[config.mk]
export PLATFORM = sky130hd
export DESIGN_NAME = irrigation_sequencer
export DESIGN_NICKNAME = d
export VERILOG_FILES = /design/src/rtl/irrigation_pkg.sv /design/src/rtl/irrigation_sequencer_rr_arbiter.sv /design/src/rtl/irrigation_sequencer.sv
export SDC_FILE = /design/constraint.sdc
export NUM_CORES = 1
export LEC_CHECK = 0
export ABC_AREA = 0
export CAP_MARGIN = 15
export CORE_MARGIN = 4
export CORE_UTILIZATION = 45
export DETAILED_ROUTE_END_ITERATION = 10
export PLACE_DENSITY = 0.69
export SYNTH_ARGS = -nofsm -noshare
export SYNTH_HDL_FRONTEND = slang
export SYNTH_HIERARCHICAL = 1
export SYNTH_SLANG_ARGS = --single-unit
[constraint.sdc]
create_clock -name clock -period 2.31 [get_ports clock]
set_input_delay 0.462 -clock clock [delete_from_list [all_inputs] [get_ports clock]]
set_output_delay 0.462 -clock clock [all_outputs]
set_load 0.005 [all_outputs]
[src/rtl/irrigation_pkg.sv]
// irrigation_pkg: shared state codes, error codes and sensor helper for irrigation_sequencer
package irrigation_pkg;
  typedef enum logic [2:0] {
    FILLING  = 3'd0,
    IDLE     = 3'd1,
    WATER    = 3'd2,
    CLEANING = 3'd3,
    ERROR    = 3'd4
  } state_t;
  localparam logic [1:0] ERR_NONE    = 2'd0;
  localparam logic [1:0] ERR_FAULT   = 2'd1;
  localparam logic [1:0] ERR_TIMEOUT = 2'd2;
  localparam logic [1:0] ERR_SENSOR  = 2'd3;
  function automatic logic implausible(input logic high, input logic low);
    return high & ~low;
  endfunction
endpackage

[src/rtl/irrigation_sequencer_rr_arbiter.sv]
// rr_arbiter: grants the first requester strictly after pointer, wrapping around
module rr_arbiter #(
  parameter int N = 4,
  localparam int W = $clog2(N)
) (
  input  logic [N-1:0] req,
  input  logic [W-1:0] pointer,
  input  logic         enable,
  output logic [W-1:0] grant,
  output logic         valid
);
  always_comb begin
    grant = '0;
    valid = 1'b0;
    // scan farthest to nearest so the nearest requester is written last
    for (int i = N; i >= 1; i--) begin
      if (enable && req[(int'(pointer) + i) % N]) begin
        grant = W'((int'(pointer) + i) % N);
        valid = 1'b1;
      end
    end
  end
endmodule

[src/rtl/irrigation_sequencer.sv]
// irrigation_sequencer: tank fill, round-robin zone watering (sprinkler/drip), drain/clean, sticky error
module irrigation_sequencer
  import irrigation_pkg::*;
#(
  parameter int N_ZONES      = 4,
  parameter int TIMER_W      = 16,
  parameter int FILL_TIMEOUT = 1000,
  parameter int WATER_MAX    = 500,
  parameter int CLEAN_CYCLES = 50,
  parameter int DRIP_ON      = 4,
  parameter int DRIP_OFF     = 12,
  localparam int ZW          = $clog2(N_ZONES)
) (
  input  logic               clock,
  input  logic               reset,
  input  logic               level_h,
  input  logic               level_l,
  input  logic [N_ZONES-1:0] zone_req,
  input  logic [N_ZONES-1:0] zone_mode,
  input  logic               clean_done,
  input  logic               fault_in,
  input  logic               err_clr,
  output logic               fill_valve,
  output logic               pump,
  output logic [N_ZONES-1:0] zone_valve,
  output logic               drain_valve,
  output logic               led_busy,
  output logic               error,
  output logic [1:0]         err_code,
  output logic [ZW-1:0]      active_zone,
  output logic [2:0]         state_o
);
  localparam int PERIOD = DRIP_ON + DRIP_OFF;
  localparam int PW = $clog2(PERIOD);
  localparam logic [TIMER_W-1:0] FILL_LAST  = TIMER_W'(FILL_TIMEOUT - 1);
  localparam logic [TIMER_W-1:0] WATER_LAST = TIMER_W'(WATER_MAX - 1);
  localparam logic [TIMER_W-1:0] CLEAN_LAST = TIMER_W'(CLEAN_CYCLES - 1);
  if (FILL_TIMEOUT < 1 || WATER_MAX < 1 || CLEAN_CYCLES < 1 ||
      longint'(FILL_TIMEOUT) >= (longint'(1) << TIMER_W) ||
      longint'(WATER_MAX) >= (longint'(1) << TIMER_W) ||
      longint'(CLEAN_CYCLES) >= (longint'(1) << TIMER_W) ||
      DRIP_ON < 1 || DRIP_OFF < 1 || N_ZONES < 2 || N_ZONES > 16) begin : g_param_check
    $error("irrigation_sequencer: illegal parameter set");
  end
  state_t state, state_nxt;
  logic [TIMER_W-1:0] cnt;
  logic [PW-1:0] phase;
  logic [ZW-1:0] ptr, zone, gnt;
  logic mode, gnt_valid;
  logic [1:0] code, code_nxt;
  rr_arbiter #(.N(N_ZONES)) u_arb (
    .req(zone_req),
    .pointer(ptr),
    .enable(level_l),
    .grant(gnt),
    .valid(gnt_valid)
  );
  always_comb begin
    state_nxt = state;
    code_nxt = code;
    if (fault_in || implausible(level_h, level_l)) begin
      state_nxt = ERROR;
      code_nxt = state == ERROR ? code : fault_in ? ERR_FAULT : ERR_SENSOR;
    end else begin
      case (state)
        FILLING: begin
          state_nxt = level_h ? IDLE : cnt == FILL_LAST ? ERROR : FILLING;
          code_nxt = (!level_h && cnt == FILL_LAST) ? ERR_TIMEOUT : code;
        end
        IDLE:     state_nxt = !level_l ? CLEANING : gnt_valid ? WATER : IDLE;
        WATER:    state_nxt = !level_l ? CLEANING : (!zone_req[zone] || cnt == WATER_LAST) ? IDLE : WATER;
        CLEANING: state_nxt = (clean_done || cnt == CLEAN_LAST) ? FILLING : CLEANING;
        ERROR: begin
          state_nxt = err_clr ? FILLING : ERROR;
          code_nxt = err_clr ? ERR_NONE : code;
        end
        default:  state_nxt = FILLING;
      endcase
    end
  end
  always_ff @(posedge clock) begin
    if (reset) begin
      state <= FILLING;
      code <= ERR_NONE;
      cnt <= '0;
      phase <= '0;
      ptr <= ZW'(N_ZONES - 1);
      zone <= '0;
      mode <= 1'b0;
    end else begin
      state <= state_nxt;
      code <= code_nxt;
      cnt <= state_nxt != state ? '0 : &cnt ? cnt : cnt + 1'b1;
      phase <= (state_nxt != state || phase == PW'(PERIOD - 1)) ? '0 : phase + 1'b1;
      if (state == IDLE && state_nxt == WATER) begin
        zone <= gnt;
        mode <= zone_mode[gnt];
        ptr <= gnt;
      end
    end
  end
  assign fill_valve  = state == FILLING;
  assign pump        = state == WATER;
  assign led_busy    = state == WATER;
  assign drain_valve = state == CLEANING;
  assign error       = state == ERROR;
  assign zone_valve  = (state == WATER && (mode || phase < PW'(DRIP_ON))) ? N_ZONES'(1) << zone : '0;
  assign err_code    = code;
  assign active_zone = zone;
  assign state_o     = state;
endmodule

# After elaboration in Yosys (flattened, before gate mapping)
# Index checks and enable logic that the tools add are counted.
# totals
register_bits	30
input_bits	15
word_cells	105
# classes
add_sub_neg	6
n_lt_le_gt_ge	7
eq_ne	13
shift	1
n_mux	41
bitwise_logic	6
reduce_logical	24
# ops
cell	count
$mux 2	14
$add 16x1->16 const B	1
$eq 16x10->1 const B	1
$eq 16x6->1 const B	1
$eq 16x9->1 const B	1
$lt 3x4->1 const B	4
$reduce_and 16->1	1
$pmux 3 s5	1
$mux 1	14
$bmux 1 s2	6
$mux 3	4
$reduce_or 2->1	6
$eq 3x2->1 const B	3
$logic_and 1x1->1	7
$lt 2x3->1 const B	2
$logic_or 1x1->1	5
$add 2x1->2 const B	2
$add 2x2->2 const B	2
$add 4x1->4 const B	1
$and 1x1->1 const A	4
$eq 4x4->1 const B	1
$lt 4x3->1 const B	1
$mux 4	1
$ne 2x2->1 const B	2
other kinds (12)	13

# Depth between registers and ports, before layout
# Gate-level depths: netlist (run 1).
# logic_depth
ltp_word	18
ltp_mapped	9

# Modules after synthesis
# Netlist (run 1), hierarchy kept.
# by_module_without_submodules
mod	instances	cells_per_inst	area_each_um2
irrigation_sequencer	1	204	1716.6
rr_arbiter	1	24	146.4

# Least setup slack after synthesis (run 1)
# No wires, ideal clock.
# synth_timing
kind	input-to-reg
from	input zone_req[2]
to	register cnt[1]
t_arrival_ns	1.837
path_slack_ns	0.393
cell_stages	8
n_path_buf	1
path_cell_list	o41a_1 -> nand3_1 -> o2111a_1 -> a21oi_1 -> o21ai_0 -> nand4b_1 -> buf_4 -> a211oi_2
# synth_between
elab_chain_len	14
# synth_rtl
element	line	rtl
start, declared	irrigation_sequencer.sv:18	input logic [N_ZONES-1:0] zone_req,
$bmux 1 s2	irrigation_sequencer_rr_arbiter.sv:17	if (enable && req[(int'(pointer) + i) % N]) begin
$mux 1 (implied by the code) (2 in series)	irrigation_sequencer_rr_arbiter.sv:17	
$logic_and 1x1->1	irrigation_sequencer_rr_arbiter.sv:17	
$mux 1 (4 in series)	irrigation_sequencer_rr_arbiter.sv:17	
$mux 2 (2 in series)	irrigation_sequencer.sv:70	IDLE: state_nxt = !level_l ? CLEANING : gnt_valid ? WATER : IDLE;
$pmux 3 s5 *	irrigation_sequencer.sv:65	case (state)
$mux 3 *	irrigation_sequencer.sv:61	if (fault_in || implausible(level_h, level_l)) begin
$ne 3x3->1 *	irrigation_sequencer.sv:93	cnt <= state_nxt != state ? '0 : &cnt ? cnt : cnt + 1'b1;
$reduce_or 2->1 (no source line) *	--	
end signal, assigned	irrigation_sequencer.sv:93	
end, declared	irrigation_sequencer.sv:46	logic [TIMER_W-1:0] cnt;
# Mark *: on every way between the ends. The rest lies on a longest branch, timed or not. The select of a mux whose other input is x is not followed.
# A chain may end at the register's enable or synchronous reset.

# Worst setup path after layout (run 1)
# layout_timing
from	input zone_req[2]
to	register phase[2]
# layout_between
elab_chain_len	15
# layout_rtl
element	line	rtl
$bmux 1 s2	irrigation_sequencer_rr_arbiter.sv:17	
$mux 1 (implied by the code) (2 in series)	irrigation_sequencer_rr_arbiter.sv:17	
$logic_and 1x1->1	irrigation_sequencer_rr_arbiter.sv:17	
$mux 1 (4 in series)	irrigation_sequencer_rr_arbiter.sv:17	
$mux 2 (2 in series)	irrigation_sequencer.sv:70	
$pmux 3 s5 *	irrigation_sequencer.sv:65	
$mux 3 *	irrigation_sequencer.sv:61	
$ne 3x3->1 *	irrigation_sequencer.sv:94	phase <= (state_nxt != state || phase == PW'(PERIOD - 1)) ? '0 : phase + 1'b1;
$logic_or 1x1->1 *	irrigation_sequencer.sv:94	
$reduce_or 2->1 (no source line) *	--	
end signal, assigned	irrigation_sequencer.sv:94	
end, declared	irrigation_sequencer.sv:47	logic [PW-1:0] phase;
# Marks and branches as above.

==> metrics, run 1 <==
status finished clean; IO Pins 31; worst-path cell chain clkdlybuf4s50_1 > buf_4 > mux4_2 > a31oi_2 > o21ai_1 > nand4b_1 > buf_4 > buf_4 > clkbuf_16 > nor2_1; setup slack, reg-to-reg 0.13 ns; met2 usage 0.267; Seq/Total Area, Yosys 0.322; CTS Sinks 30; First DRT Iteration DRCs just over 80; Skew-Pair Late Insertion Delay 0.27 ns; clock root buffer clkbuf_8; first-pass GRT wire length 7.23 mm; largest net degree at the start of global routing 19; hold wc startpoint phase[0]$_SDFF_PP0_; Clk pin slew, worst setup/hold paths 0.06 ns; via count 1791; Top cell by count, worst path buf_4; Max Cap Viol 0; critical path's slowest cell mux4_2; Post-Place Cells around 320; Synth Area per Inst 8.17 um2; Post-synth top flop dfxtp_1; RSZ-0062 raised after global routing yes; Die H 72.3 um; Yosys warning total 6; Die ar. 5230 um2; count of input and output buffers 30; FILL cells 364; Starting Density 0.466; number of distinct library cells after synthesis 52; final wirelength ~4.5 mm; Final Max Tran Viols 0; Startpoint Class input port; placed instance area approximately 2400 um2; Crit path required time approximately 2.5 ns; NumNets Final around 300; GP Congestion about 0.81; Net Count, Synth about 250; final setup fails 0; DRT Pass-1 Iters 5; GR Layer Usage met3 0.0360; Mapped Area between 1500 and 2000 um2; Setup CP Type in -> reg; fin crit period 2.26 ns; num rows 23; worst hold path type reg -> reg; leakage power 0.977 nW; DIE WIDTH 72.3 um; Worst EP arrival 2.43 ns; final instance area 2580 um2; Fin Setup TNS 0 ns; antenna-violating nets left 0; Top Usage Layer GRT met2; VDD IR max 309 uV; H-tree depth 2; antenna cells 0; share of async-settable or async-resettable flops after synthesis 0; Area Overhead vs Synth 38.5%; Via-to-Cell Ratio 5.31; number of global-route vias before repair 1617; cell taking the most area after synthesis dfxtp_1; Tot GR Track Use 0.169; RR Startpoint cnt[1]$_SDFFE_PP0N_; fraction of layout cells with a size suffix above 1 0.206; Setup WS post-layout between 0.04 and 0.05 ns; critical path fanouts, max 9; Worst path max stage delay 0.51 ns; initial antenna violation count 0; clk buf depth 2; post-synthesis cell count roughly 230; post-DP HPWL 3.19 mm; fmax 0.442 GHz; Wirelength per Cell 13.3 um; max_slew headroom 0.690; Core ar. 4000 um2; total global routing overflow 0; CTS Buf Count 5; met1 Usage GRT 0.229; number of synthesized register bits 30; Final Hold Fails 0; dpl ws -0.226 ns; Worst-Margin Slew about 0.46 ns; fin crit share 0.979; Post-synth EDFFs 0; DRC viols 0; top-area cell type share of the netlist area 0.322; PwrDens 454 nW/um2; Area contributors post-synth dfxtp_1 (32%), nor2_1 (6.9%), nand2_1 (4.0%); Critical Path Sink Type flop; clock skew 0.00440 ns; Setup crit start zone_req[2]; Final Non-Filler Cells 337; TritonCTS clock tree yes
-- per-layer routing --
layer | routed length, um | up-vias
li1 | - | 938
met1 | 2200 | 811
met2 | 2040 | 38
met3 | 195 | 4
met4 | 42 | 0
met5 | 0 | -
-- where the power goes --
part / internal, mW / switching [mW] / total [mW]
Combinational: 0.119 / 0.0835 / 0.202
Clock: 0.239 / 0.193 / 0.432
Sequential: 0.528 / 0.00944 / 0.538
Total: 0.886 / 0.286 / 1.17
-- final cells by class --
| cell class | instances | area (um2) | area share |
|---|---|---|---|
| inverters | 10 | 37.5 | 0.0145 |
| flip-flops and latches | 30 | 601 | 0.233 |
| repair buffers | 58 | 572 | 0.222 |
| well taps | 50 | 62.6 | 0.0242 |
| clock buffers | 6 | 82.6 | 0.0320 |
| multi-input cells | 181 | 1210 | 0.470 |
| clock inverters | 2 | 12.5 | 0.00485 |
-- per-stage QoR --
| stage | power, mW | hold slack, ns | utilization |
|---|---|---|---|
| after floorplan | 0.626 | 0.442 | - |
| after global placement | 0.723 | 0.457 | 0.592 |
| after CTS | 1.16 | 0.474 | 0.616 |
| after detailed placement | 0.725 | 0.460 | 0.592 |
| after global routing | 1.23 | 0.485 | 0.645 |
| final | 1.17 | 0.466 | 0.645 |
-- worst max-delay path: cells and delay by family --
family	cells	cell delay, ns
buffers and inverters	5	1.01
muxes	1	0.51
AOI/OAI and AO/OA	2	0.30
and+or+nand+nor	2	0.14
-- state kept, by name, indices dropped and copies added, names as in the netlist --
signal / flops
active_zone: 2
cnt: 16
err_code: 2
mode: 1
phase: 4
ptr: 2
state_o: 3
-- layout by cell type (no fill, tap or decap), types with 2 or more instances in the layout --
cell type and instances:
a21o_1 2, a21oi_1 11, a32oi_1 2, and2_1 3
and3_1 4, and4_1 3, buf_4 24, clkbuf_16 2
clkbuf_8 6, clkdlybuf4s50_1 26, dfxtp_1 30, dlymetal6s2s_1 4
ha_1 3, inv_1 10, mux2i_1 3, mux4_2 2
nand2_1 20, nand2b_1 2, nand3_1 12, nand4_1 8
nor2_1 34, nor2b_1 2, nor3_1 7, nor3_2 6
nor3b_1 3, nor3b_2 2, o21a_1 2, o21ai_0 4
o21ai_1 8, or3_1 3, xnor2_1 5, xor2_1 7
-- synth_stat cells, types with 2 or more instances --
master	number
nor2_1	34
dfxtp_1	30
nand2_1	20
nand3_1	12
a21oi_1	11
inv_1	10
nand4_1	8
nor3_1	7
o21ai_0	7
xor2_1	7
nor3_2	6
o21ai_1	5
xnor2_1	5
and3_1	4
nor3b_1	4
and2_1	3
and4_1	3
ha_1	3
mux2i_1	3
nor2b_1	3
or3_1	3
a21o_1	2
a31oi_1	2
a32oi_1	2
buf_2	2
buf_4	2
clkbuf_1	2
mux4_2	2
nand2b_1	2
o21a_1	2
-- final timing paths --
path / end / cells after the start
min: phase[0]$_SDFF_PP0_ / 1
min reg2reg: phase[0]$_SDFF_PP0_ / 1
max reg2reg: phase[2]$_SDFF_PP0_ / 11
max: phase[2]$_SDFF_PP0_ / 10
-- repair_timing --
action	4_1_cts	5_1_grt
cloned	0	2
hold buffers	0	0
hold endpoints to repair	0	0
setup buffers	0	3
resized for setup	1	13
pin swaps	0	3
setup endpoints to repair	3	8
-- logic make-up (layout without fill, tap and decap cells) --
logic type	Yosys count	in the layout	share of synthesized area
AOI/OAI and AO/OA	42	42	0.154
xor gates and xnor gates	12	12	0.0564
adders and majority gates	3	3	0.0201
buffers and inverters	17	76	0.0437
DFF	30	30	0.322
muxes	5	5	0.0403
and+or+nand+nor	119	119	0.363
Power figures use the tool's default switching activity.
==> run 2: changes to the inputs <==
--- a/config.mk
+++ b/config.mk
@@ -13,5 +13,4 @@
 export PLACE_DENSITY = 0.69
 export SYNTH_ARGS = -nofsm -noshare
 export SYNTH_HDL_FRONTEND = slang
-export SYNTH_HIERARCHICAL = 1
 export SYNTH_SLANG_ARGS = --single-unit
==> run 2 against run 1 <==
  * Via count up 16%
  * Worst hold slack got worse by 0.0046 ns
  * Final cell count increased by 5.0%
  * Sequential share of layout area is 1.4 points lower
  * Clock skew rose by 0.0031 ns
  * Combinational power is 2% higher
  * Utilization decreased by 0.73 points
  * Power increased by 2.0%
  * Synthesized cell count grew 7.9%
  * Register-to-register slack worse by 0.03 ns
  * Largest power group unchanged
==> metrics, run 2 <==
status finished clean; mux contribution to synthesized area 0.0311; FILL cells 374; most common cell after layout, fill and taps aside buf_4; Area Overhead vs Synth 38.0%; fin crit share 0.982; Skew-Pair Late Insertion Delay 0.29 ns; count of input and output buffers 30; GP Congestion slightly below 0.9; Mapped Area 2010 um2; critical path fanouts, max 5; post-synthesis cell count 246; Post-Place Cells 338; Final Hold Fails 0; antenna cells 0; largest family of logic cells by synthesized area simple AND/OR/NAND/NOR gates; Die H 74.9 um; fin crit period 2.27 ns; max reg flops 16; Seq/Total Area, Yosys 0.299; leakage power between 1 and 1.5 nW; Fin Setup TNS 0 ns; Synth Area per Inst 8.18 um2; first-pass GRT wire length between 8 and 9 mm; Yosys warning total 0; clock root buffer clkbuf_8; fmax 0.441 GHz; Final Max Tran Viols 0; Post-synth EDFFs 0; Critical Path Sink Type flop; simple-gate share of the synthesized area 0.318; post-DP HPWL 3.60 mm; FF/Latch Area 607 um2; Max Cap Viol 0; Core ar. 4350 um2; number of synthesized register bits 30; largest net degree at the start of global routing 21; clock skew 0.00750 ns; Crit path required time 2.53 ns; share of async-settable or async-resettable flops after synthesis 0; Post-synth top flop dfxtp_1; Clk pin slew, worst setup/hold paths 0.07 ns; Worst EP arrival 2.48 ns; Multi-input gate area 1420 um2; CTS Buf Count 5; DRC viols 0; Starting Density 0.462; most frequent cells in the layout buf_4 (28), dfxtp_1 (27), clkdlybuf4s50_1 (21), nand2_1 (17), nor3_1 (16); max_slew headroom 0.637; IO Pins 31; CTS Sinks 30; number of distinct library cells after synthesis 56; most numerous cell in the Yosys netlist dfxtp_1; final wirelength about 5.5 mm; setup slack, reg-to-reg 0.10 ns; cell taking the most area after synthesis dfxtp_1; worst hold path type reg -> reg; antenna-violating nets left 0; num rows 24; hold wc startpoint phase[0]$_SDFF_PP0_; Worst R2R End cnt[10]$_SDFFE_PP0N_; Via-to-Cell Ratio 5.86; via count 2076; final instance area 2780 um2; DIE WIDTH 74.9 um; final setup fails 0; fraction of layout cells with a size suffix above 1 0.238; First DRT Iteration DRCs 140; Tot GR Track Use 0.207; Reg2Reg Depth 6; Final Non-Filler Cells 354; DRT Pass-1 Iters 4; PwrDens 430 nW/um2; hold path depth 1; Worst-Margin Slew 0.537 ns; Tot Pwr 1.19 mW; Startpoint Class input port; RSZ-0062 raised after global routing yes; top-area cell type share of the netlist area 0.299; Wirelength per Cell approximately 16 um; Die ar. 5600 um2; VDD IR max 459 uV; initial antenna violation count 0; RR Startpoint state_o[2]$_SDFF_PP0_; total global routing overflow 0; NumNets Final between 300 and 400; synth cell count leaders dfxtp_1 (30), nor3_1 (21), nand2_1 (17); Synth Area in XOR/XNOR 0.0522; Net Count, Synth 264; H-tree depth 2; Setup CP Type in -> reg; hold_buf cts 0; placed instance area about 2500 um2; WHS around 0.46 ns; TritonCTS clock tree yes; number of global-route vias before repair 1846; Top reg by flops cnt; Worst Hold Path EP phase[0]$_SDFF_PP0_; Area contributors post-synth dfxtp_1 (30%), nor3_1 (5.2%), xor2_1 (4.4%); Synth Area in Adders 0.0187; clk buf depth 2; Synth Area in Compound Gates 0.223
[run 2: cell count changes in the layout (fill, tap and decap cells not counted), sizes merged, moves of 4 or more]
cell / previous run / this run
nor3: 13 / 21
buf: 26 / 33
nand4: 8 / 4
or4: 0 / 5
nor2: 34 / 15
o211ai: 0 / 6
a211oi: 1 / 6
o21ai: 12 / 16
nand3: 12 / 6
clkdlybuf4s50: 26 / 21
[run 2: power by group]
part           total, mW  internal [mW]  switching, mW  leakage [nW]
logic              0.206          0.108         0.0982         0.744
registers          0.541          0.527         0.0132         0.244
clock network      0.447          0.239          0.208        0.0472
total               1.19          0.875          0.320          1.04
[run 2: area by class of cell]
type                    count  share of cell area
flip-flops and latches     30               0.219
clock inverters             2             0.00451
multi-input cells         193               0.510
clock buffers               6              0.0297
inverters                   9              0.0122
well taps                  52              0.0234
repair buffers             62               0.202
[run 2: metal layers]
layer | track usage | part of all wire
met1 | 0.274 | 0.43
met2 | 0.321 | 0.47
met3 | 0.0561 | 0.084
met4 | 0.0791 | 0.022
met5 | 0 | 0
[run 2: what timing repair did]
item / 4_1_cts / 5_1_grt
pin swaps: 8 / 11
endpoints found under the setup margin: 24 / 24
buffers inserted: 3 / 3
gates resized for setup: 25 / 22
gates cloned: 2 / 0
[run 2: kinds of logic after synthesis]
group | after synthesis
AND/OR/NAND/NOR | 109
multiplexers | 5
XOR/XNOR | 12
buffers and inverters | 25
adder cells (fa/ha/maj) | 3
AO/OA/AOI/OAI | 62
flip-flops | 30
[run 2: how the worst max path moves through the flow]
stage                 from              endpoint  slack, ns  cells past startpoint
3_5_place_dp   zone_req[2]  cnt[14]$_SDFFE_PP0N_      -0.49                      6
3_3_place_gp   zone_req[2]  cnt[14]$_SDFFE_PP0N_      -0.47                      6
4_1_cts        zone_req[3]   phase[0]$_SDFF_PP0_      0.001                      6
6_report          fault_in  cnt[10]$_SDFFE_PP0N_       0.04                      7
5_1_grt        zone_req[3]   cnt[8]$_SDFFE_PP0N_      -0.03                      6
2_1_floorplan  zone_req[3]  cnt[14]$_SDFFE_PP0N_      0.007                      7
[run 2: critical path, stage by stage]
cell and delay [ns]:
dlygate4sd2_1 0.30, or3_4 0.36, a221o_1 0.36, buf_6 0.14, buf_4 0.12, or4_4 0.60
nor3_4 0.14
[run 2: through the flow]
stage	setup WS (ns)	util
global route	-0.0274	0.638
floorplan	0.00725	-
detailed placement	-0.485	0.578
CTS	0.00139	0.618
global placement	-0.473	0.578
finish	0.0416	0.638
